## src/rtl/countdown_timer.sv

```systemverilog
// countdown_timer: programmable down-counting timer peripheral for the HACK CPU.
// Loads a start value, decrements it once every presc+1 RUN cycles and signals
// expiry with a one-cycle tick plus a sticky expired flag cleared by ack.
// One-shot or periodic (auto-reload) operation, chosen at each expiry.
//
// Build option: define COUNTDOWN_OVERRUN_EN to implement the overrun flag
// (expiry while expired is still pending). Without it, overrun is tied to 0.
module countdown_timer #(
    parameter int width  = 16,
    parameter int pwidth = 8
) (
    input  logic              clk,
    input  logic              reset,     // active-low, asynchronous
    input  logic              load,
    input  logic [width-1:0]  data,
    input  logic [pwidth-1:0] presc,
    input  logic              start,
    input  logic              stop,
    input  logic              periodic,
    input  logic              ack,
    output logic [width-1:0]  count,
    output logic              running,
    output logic              tick,
    output logic              expired,
    output logic              overrun
);

    localparam logic [0:0] IDLE = 1'b0;
    localparam logic [0:0] RUN  = 1'b1;

    localparam logic [width-1:0]  CNT_ZERO = '0;
    localparam logic [width-1:0]  CNT_ONE  = {{(width-1){1'b0}}, 1'b1};
    localparam logic [pwidth-1:0] PS_ZERO  = '0;
    localparam logic [pwidth-1:0] PS_ONE   = {{(pwidth-1){1'b0}}, 1'b1};

    logic [0:0]        state;
    logic [width-1:0]  reload;
    logic [pwidth-1:0] presc_reg;
    logic [pwidth-1:0] pcnt;

    // decoded per-edge actions
    logic start_go;   // IDLE -> RUN this edge
    logic start_rl;   // start from an exhausted count: refill from reload first
    logic step;       // a RUN cycle that advances the prescaler
    logic dec;        // count decrements this edge
    logic expire;     // the decrement takes count from 1 to 0

    // Resolve load > stop > start priority into single-purpose strobes.
    always_comb begin
        start_go = 1'b0;
        start_rl = 1'b0;
        step     = 1'b0;
        dec      = 1'b0;
        expire   = 1'b0;
        if (!load && !stop) begin
            if (state == IDLE) begin
                if (start) begin
                    if (count != CNT_ZERO) begin
                        start_go = 1'b1;
                    end else if (reload != CNT_ZERO) begin
                        start_go = 1'b1;
                        start_rl = 1'b1;
                    end
                end
            end else begin
                step = 1'b1;
                // count is never 0 in RUN; the guard keeps it from wrapping anyway
                if (pcnt == PS_ZERO && count != CNT_ZERO) begin
                    dec    = 1'b1;
                    expire = (count == CNT_ONE);
                end
            end
        end
    end

    // Run/idle state: load and stop park the timer, one-shot expiry ends the run.
    always_ff @(posedge clk or negedge reset) begin
        if (!reset) begin
            state <= IDLE;
        end else if (load) begin
            state <= IDLE;
        end else if (stop) begin
            state <= IDLE;
        end else if (start_go) begin
            state <= RUN;
        end else if (expire && !periodic) begin
            state <= IDLE;
        end
    end

    assign running = (state == RUN);

    // Configuration registers captured by load.
    always_ff @(posedge clk or negedge reset) begin
        if (!reset) begin
            reload    <= '0;
            presc_reg <= '0;
        end else if (load) begin
            reload    <= data;
            presc_reg <= presc;
        end
    end

    // Prescale counter: counts presc_reg..0, then rearms as count decrements.
    always_ff @(posedge clk or negedge reset) begin
        if (!reset) begin
            pcnt <= '0;
        end else if (load) begin
            pcnt <= presc;
        end else if (start_rl) begin
            pcnt <= presc_reg;
        end else if (step) begin
            pcnt <= (pcnt == PS_ZERO) ? presc_reg : pcnt - PS_ONE;
        end
    end

    // Main count: load/refill, decrement, and reload-or-park at expiry.
    always_ff @(posedge clk or negedge reset) begin
        if (!reset) begin
            count <= '0;
        end else if (load) begin
            count <= data;
        end else if (start_rl) begin
            count <= reload;
        end else if (dec) begin
            if (expire) begin
                count <= periodic ? reload : CNT_ZERO;
            end else begin
                count <= count - CNT_ONE;
            end
        end
    end

    // One-cycle expiry pulse.
    always_ff @(posedge clk or negedge reset) begin
        if (!reset) begin
            tick <= 1'b0;
        end else begin
            tick <= expire;
        end
    end

    // Sticky expiry flag; a coincident expiry beats ack.
    always_ff @(posedge clk or negedge reset) begin
        if (!reset) begin
            expired <= 1'b0;
        end else if (expire) begin
            expired <= 1'b1;
        end else if (ack) begin
            expired <= 1'b0;
        end
    end

`ifdef COUNTDOWN_OVERRUN_EN
    // Overrun: an expiry landed while the previous one was still unacknowledged.
    always_ff @(posedge clk or negedge reset) begin
        if (!reset) begin
            overrun <= 1'b0;
        end else if (expire && expired && !ack) begin
            overrun <= 1'b1;
        end else if (ack) begin
            overrun <= 1'b0;
        end
    end
`else
    assign overrun = 1'b0;
`endif

endmodule
```

## config.mk

```make
export PLATFORM = sky130hd
export DESIGN_NAME = countdown_timer
export DESIGN_NICKNAME = d
export VERILOG_FILES = /design/src/rtl/countdown_timer.sv
export SDC_FILE = /design/constraint.sdc
export NUM_CORES = 1
export LEC_CHECK = 0
export BUFFER_PORTS_ARGS = -buffer_cell sky130_fd_sc_hd__buf_2
export CAP_MARGIN = 5
export CORE_UTILIZATION = 45
export CTS_CLUSTER_SIZE = 25
export DETAILED_ROUTE_END_ITERATION = 10
export PLACE_DENSITY = 0.72
export REMOVE_ABC_BUFFERS = 1
export SYNTH_ARGS = -nofsm -noshare
export SYNTH_HDL_FRONTEND = slang
export SYNTH_SLANG_ARGS = --single-unit
```

## constraint.sdc

```tcl
create_clock -name clk -period 3.6 [get_ports clk]
set_input_delay 0.72 -clock clk [delete_from_list [all_inputs] [get_ports clk]]
set_output_delay 0.72 -clock clk [all_outputs]
set_load 0.005 [all_outputs]
```

==> reports/qor.txt, run 1 <==
Pre-Repair DR Iteration Count -> 4
synth warn -> 0
TritonCTS Buffers -> 5
Post-CTS Hold Fix Bufs -> 0
max-cap viol count -> 0
core area -> 6390 um^2
Static Leakage -> 1.47 nW
remaining routing DRC violations -> 0
max-slew violations -> 0
fin crit period -> 2.85 ns
dpl hpwl -> 5600 um
Worst Setup Path Type -> reg -> reg
Vias -> 2637
Synth Register Bits -> 51
final core occ -> 0.534
Syn Inst Count -> 327
sequential cell area -> 1280 um^2
Placed Cells -> 443
post-DR wirelength/cell -> 16.9 um
final setup fails -> 0
Worst slew margin -> 0.534
DP Area -> 3310 um^2
Final Cycle Share -> 0.791
Power Density -> 397 nW/um^2
Seq/Total Area, Yosys -> 0.426
post-route ant nets -> 0
Final nets -> 409
RSZ-0062 raised after global routing -> no
Remaining Overflow, GRT -> 0
die width -> 83.6 um
initial antenna violation count -> 0
clock slew at reported path FFs -> 0.10 ns
fraction of layout cells with a size suffix above 1 -> 0.225
Worst VDD drop -> 0.204 mV
Distinct cells, synth -> 53
vias per cell -> 5.86
HP Class -> in -> async
worst skew pair latency -> 0.31 ns
PortBufs -> 49
origin of the worst setup path -> reload[11]$_DFFE_PN0P_
Worst Tran Pin Value -> 0.699 ns
fmax -> 0.351 GHz
Starting Density -> 0.469
worst r2r path cells -> 6
largest net degree at the start of global routing -> 37
FP Rows -> 29
Crit Path Max Fanout -> 10
EDFF count, synth -> 0
status -> finished clean
post-CTS setup buffer count -> 0
Die Y-Extent -> 83.6 um
Critical Path Start Type -> flip-flop
reg2reg start -> reload[11]$_DFFE_PN0P_
die area -> 6980 um^2
Async SR Flop Fraction -> 1.00
final cell count without fillers -> 450
H-tree levels -> 2
Worst Path Arrival -> 3.04 ns
I/O pin cnt -> 51
synthesized area per cell -> 9.16 um^2
Post-CTS Resized -> 0
first-pass GRT wire length -> 12600 um
fin area -> 3410 um^2
Mapped Area -> 2990 um^2
number of diodes -> 0
CTS sink cnt -> 51
vias in the first global route -> 2492
TritonCTS clock tree -> built
area delta synth->final -> 14.0%
post-route setup TNS -> 0 ns
Fin Hold WS -> 0.444 ns
total track usage -> 0.226
area of the multi-input gates -> 1580 um^2
worst path required time -> 3.80 ns
Routed WL -> 7600 um
fill cell count -> 594
most common flop cell mapped by yosys -> dfrtp_1
Clock Tree Buf Depth -> 2
root buffer cell -> clkbuf_8
top flop regs -> count: 16 flops, reload: 16 flops
Hold Fails Final Rpt -> 0
nature of the critical path endpoint -> flip-flop
clock skew -> 0.0121 ns
1st-iter DRT viols -> 193
GPL Wtd Cong -> 0.930
final cells by class:
| cell class | count | share of cell area |
|---|---|---|
| Tap cell | 77 | 0.0282 |
| Timing Repair Buffer | 55 | 0.0851 |
| Multi-Input combinational cell | 242 | 0.462 |
| Inverter | 18 | 0.0198 |
| Clock inverter | 2 | 0.0110 |
| Sequential cell | 51 | 0.374 |
| Clock buffer | 5 | 0.0202 |
per-stage QoR:
step                setup slack [ns]  power [mW]
floorplan                       1.28       0.847
global placement               0.836       0.956
detailed placement             0.766       0.963
CTS                            0.831        1.36
global route                   0.605        1.43
finish                         0.751        1.36
synth_stat cells, drive strengths merged (4+ instances only):
cell,count,area (um^2)
clkbuf,7,26.3
ha,5,62.6
o22ai,5,37.5
and2,6,37.5
nand2b,6,37.5
a31oi,11,90.1
a21oi,5,25.0
nor3b,4,30.0
nor3,12,60.1
nand2,32,120
mux2,13,146
nor4,17,113
o211ai,11,82.6
nand3,15,75.1
nor2,19,78.8
o21ai,34,170
buf,9,48.8
inv,17,63.8
dfrtp,51,1280
cells in the final DEF, fill, tap and decap left out, types with 3 or more instances in the layout:
master    synthesis  routed
nor3b_1           4       4
nor4_1           16      16
dfrtp_1          51      51
nand2_1          32      32
buf_2             6      49
o21ai_0          34      34
nor2_1           18      18
mux2_2           13      13
xnor2_1           3       3
a21oi_1           5       5
nand3_1          15      15
a21o_1            3       3
ha_1              5       5
a31oi_1           9       9
o211ai_1         11      11
clkbuf_8          0       5
nand2b_1          6       6
nor3_1           12      12
a32oi_1           3       3
a22o_1            3       3
buf_4             2       6
o22ai_1           4       4
inv_1            17      17
and3_1            3       3
and2_1            6       6
a22oi_1           3       3
xor2_1            3       3
worst paths after layout:
check                      slack, ns                  endpoint
max                             0.75       pcnt[2]$_DFFE_PN0P_
min                             0.44      count[5]$_DFFE_PN0P_
max reg2reg                     0.75       pcnt[2]$_DFFE_PN0P_
min reg2reg                     0.52  presc_reg[3]$_DFFE_PN0P_
max in group asynchronous       2.39     count[13]$_DFFE_PN0P_
min in group clk                0.52  presc_reg[3]$_DFFE_PN0P_
routing by layer:
metal,global-route usage,routed length [um],up-vias
li1,-,-,1310
met1,0.333,3780,1239
met2,0.337,3280,79
met3,0.0445,440,9
met4,0.0632,99,0
met5,0,0,-
cells by family after synthesis:
logic type,Yosys count,share of synthesized area
flip-flops,51,0.426
AND/OR/NAND/NOR,128,0.237
buffers and inverters,34,0.0476
XOR/XNOR,6,0.0176
other,1,0.00125
adder cells (fa/ha/maj),5,0.0209
multiplexers,15,0.0556
AO/OA/AOI/OAI,87,0.194
power by group:
part	internal (mW)	switching (mW)	leakage, nW
clock	0.204	0.198	0.0502
combinational	0.116	0.132	0.809
sequential	0.632	0.0742	0.611
worst max-delay path: stages, from the launching register on:
cell,delay [ns]
dfrtp_1,0.42
nor4_1,0.51
nand4_1,0.49
a31oi_2,0.68
mux2i_1,0.15
mux2_2,0.28
a32o_1,0.21
Power figures use the tool's default switching activity.
==> run 2: changes to the inputs <==
--- a/config.mk
+++ b/config.mk
@@ -5,12 +5,13 @@
 export SDC_FILE = /design/constraint.sdc
 export NUM_CORES = 1
 export LEC_CHECK = 0
+export ABC_AREA = 1
 export BUFFER_PORTS_ARGS = -buffer_cell sky130_fd_sc_hd__buf_2
 export CAP_MARGIN = 5
 export CORE_UTILIZATION = 45
 export CTS_CLUSTER_SIZE = 25
 export DETAILED_ROUTE_END_ITERATION = 10
-export PLACE_DENSITY = 0.72
+export PLACE_DENSITY = 0.71
 export REMOVE_ABC_BUFFERS = 1
 export SYNTH_ARGS = -nofsm -noshare
 export SYNTH_HDL_FRONTEND = slang
==> constraint.sdc (replaced) <==
create_clock -name clk -period 2.63 [get_ports clk]
set_input_delay 0.526 -clock clk [delete_from_list [all_inputs] [get_ports clk]]
set_output_delay 0.526 -clock clk [all_outputs]
set_load 0.005 [all_outputs]
==> reports/qor.txt, run 2 <==
fmax -> 0.488 GHz (+39%)
die width -> 89.2 um (+6.7%)
worst r2r path cells -> 11 (+5)
Clock Tree Buf Depth -> 2 (unchanged)
HP Class -> in -> async
post-route ant nets -> 0 (unchanged)
clock slew at reported path FFs -> 0.10 ns (about the same)
remaining routing DRC violations -> 0 (unchanged)
Async SR Flop Fraction -> 1.00 (unchanged)
Syn Inst Count -> 499 (+53%)
Routed WL -> 8000 um (+5.3%)
Worst Tran Pin Value -> 0.665 ns (-0.0335 ns)
Distinct cells, synth -> 30 (-43%)
Mapped Area -> 3420 um^2 (+14%)
clock skew -> 0.00865 ns (-0.00341 ns)
max-cap viol count -> 0 (unchanged)
dpl ws -> 0.494 ns (-0.271 ns)
Crit Path Max Fanout -> 19 (+9)
fraction of layout cells with a size suffix above 1 -> 0.191 (-0.0344)
1st-iter DRT viols -> 141 (-27%)
Remaining Overflow, GRT -> 0 (unchanged)
worst skew pair latency -> 0.30 ns (about the same)
GPL Wtd Cong -> 0.931 (+0.15%)
vias in the first global route -> 2954 (+19%)
Synth area leaders -> dfrtp_1 (37%), nand2_1 (17%), nand3_1 (7.5%)
top flop regs -> count: 16 flops, reload: 16 flops
RSZ-0062 raised after global routing -> no
wire length on met2 -> 3730 um (+14%)
Post-synth top cells -> nand2_1 (152), inv_1 (60), nor2_1 (59)
worst path bufs/invs -> 3 (+3)
Synth Register Bits -> 51 (unchanged)
FP Rows -> 31 (+6.9%)
Seq/Total Area, Yosys -> 0.373 (-0.0533)
Hold Fails Final Rpt -> 0 (unchanged)
CTS sink cnt -> 51 (unchanged)
slowest CP cell -> dfrtp_1
vias per cell -> 4.97 (-15%)
Post-CTS Resized -> 0 (unchanged)
PortBufs -> 49 (unchanged)
Worst Path Arrival -> 2.25 ns (-0.79 ns)
first-pass GRT wire length -> 13600 um (+8.1%)
I/O pin cnt -> 51 (unchanged)
R2R Path End -> count[14]$_DFFE_PN0P_
Top Layer Used -> met4
post-route setup TNS -> 0 ns (unchanged)
Switching Share -> 0.333 (+0.0347)
Metal-1 WL -> 3840 um (+1.6%)
Compound-Gate Fraction of Synth Area -> 0.0530 (-0.141)
initial antenna violation count -> 0 (unchanged)
most common cell after layout, fill and taps aside -> nand2_1
CP cell instances -> inv_1 -> ha_1 -> inv_1 -> nor2_1 -> nand2_1 -> nor2_4 -> nand3_4 -> nand3_4 -> inv_2 -> nor2_1 -> a21oi_1
Synth Area in Adders -> 0.0183 (-0.00261)
Slowest Stage Delay on Critical Path -> 0.40 ns (-0.28 ns)
top-count cell post-synth -> nand2_1
Comb power frac -> 0.246 (+0.063)
Clk pwr share -> 0.248 (-0.048)
slack of the critical path -> 0.582 ns (-0.169 ns)
post-DR wirelength/cell -> 12.4 um (-26%)
wire length on met3 -> 335 um (-24%)
Die Y-Extent -> 89.2 um (+6.7%)
max-slew violations -> 0 (unchanged)
sequential power share -> 0.505 (-0.016)
EDFF count, synth -> 0 (unchanged)
Final nets -> 581 (+42%)
Static Leakage -> 2.08 nW (+41%)
R2R Setup Slk -> 0.58 ns (-0.17 ns)
multiplexer share of the synthesized area -> 0 (-0.0556)
status -> finished clean
Pre-Repair DR Iteration Count -> 5 (+1)
Worst Setup Path Type -> reg -> reg
H-tree levels -> 2 (unchanged)
fin crit period -> 2.05 ns (-0.801 ns)
Post-CTS Hold Fix Bufs -> 0 (unchanged)
core area -> 7290 um^2 (+14%)
reg2reg start -> count[0]$_DFFE_PN0P_
Worst VDD drop -> 0.198 mV (-2.8%)
nature of the critical path endpoint -> flip-flop
top cell type by total area after synthesis -> dfrtp_1
Power Density -> 491 nW/um^2 (+24%)
number of diodes -> 0 (unchanged)
final setup fails -> 0 (unchanged)
fin area -> 3820 um^2 (+12%)
root buffer cell -> clkbuf_8
Critical Path Start Type -> flip-flop
TritonCTS Buffers -> 5 (unchanged)
cell-internal power -> 1.25 mW (+32%)
most frequent cells in the layout -> nand2_1 (152), inv_1 (60), nor2_1 (59)
dpl hpwl -> 5860 um (+4.6%)
Starting Density -> 0.469 (about the same)
TritonCTS clock tree -> built
die area -> 7960 um^2 (+14%)
Synth Area in Simple Gates -> 0.421 (+0.184)
most common flop cell mapped by yosys -> dfrtp_1
Synth Area in XOR/XNOR -> 0.0256 (+0.00804)
Worst slew margin -> 0.557 (+0.0223)
largest net degree at the start of global routing -> 52 (+41%)
Final Cycle Share -> 0.779 (-0.0127)
synthesized area per cell -> 6.86 um^2 (-25%)
DP Area -> 3740 um^2 (+13%)
crit-path leading delay family -> simple AND/OR/NAND/NOR gates
Vias -> 3202 (+21%)
largest family of logic cells by synthesized area -> simple AND/OR/NAND/NOR gates
post-CTS setup buffer count -> 0 (unchanged)
synth warn -> 0 (unchanged)
area delta synth->final -> 11.7%
area share of the leading cell type in the synthesized netlist -> 0.373 (-0.0533)
worst path required time -> 2.83 ns (-0.97 ns)
Net Switching -> 624 uW (+55%)
total track usage -> 0.222 (-0.00360)
[run 2: how the worst max path moves through the flow]
stage | cells past startpoint | slack (ns) | start | end
6_report | 11 | 0.58 | count[0]$_DFFE_PN0P_ | count[14]$_DFFE_PN0P_
5_1_grt | 12 | 0.39 | pcnt[0]$_DFFE_PN0P_ | count[4]$_DFFE_PN0P_
4_1_cts | 12 | 0.58 | pcnt[0]$_DFFE_PN0P_ | count[3]$_DFFE_PN0P_
3_5_place_dp | 9 | 0.49 | stop | count[12]$_DFFE_PN0P_
3_3_place_gp | 9 | 0.51 | stop | count[13]$_DFFE_PN0P_
2_1_floorplan | 11 | 0.68 | count[0]$_DFFE_PN0P_ | count[13]$_DFFE_PN0P_
[run 2: metrics by stage]
step	util	std cells	power [mW]	hold WS (ns)
6_report	0.524	644	1.88	0.320
5_1_grt	0.524	644	2.01	0.389
4_1_cts	0.524	644	1.89	0.360
3_5_place_dp	0.512	637	1.43	0.459
3_3_place_gp	0.512	637	1.42	0.457
2_1_floorplan	-	484	1.26	0.230
[run 2: layout make-up]
| cell class | count | area (um^2) |
|---|---|---|
| timing repair buffer | 54 | 283 |
| inverter | 74 | 278 |
| sequential | 51 | 1280 |
| clock inverter | 1 | 5.00 |
| multi-input combinational | 359 | 1780 |
| clock buffer | 6 | 82.6 |
| fill | 755 | 3470 |
| tap | 99 | 124 |
[run 2: worst reg2reg max path: stages (launching register included)]
cell     delay (ns)
dfrtp_1        0.40
inv_1          0.17
ha_1           0.19
inv_1          0.04
nor2_1         0.09
nand2_1        0.09
nor2_4         0.15
nand3_4        0.15
nand3_4        0.24
inv_2          0.19
nor2_1         0.15
a21oi_1        0.08
[run 2: routing by layer]
metal  track usage  vias to the layer above
li1              -                     1637
met1         0.307                     1479
met4        0.0592                        0
met5             0                        -
met2         0.368                       77
met3        0.0277                        9
[run 2: cell families (layout without fill, tap and decap cells)]
kind of cell               Yosys count  count (layout)
buffers and inverters               89             135
other                                1               1
DFF                                 51              51
and+or+nand+nor                    308             308
adders and majority gates            5               5
AOI/OAI and AO/OA                   35              35
xor gates and xnor gates            10              10
[run 2: power groups by stage]
stage | logic (mW) | registers (mW) | clock network [mW]
global placement | 0.458 | 0.963 | 0
finish | 0.463 | 0.948 | 0.466
CTS | 0.465 | 0.948 | 0.475
floorplan | 0.311 | 0.950 | 0
detailed placement | 0.462 | 0.964 | 0
global route | 0.539 | 0.962 | 0.506
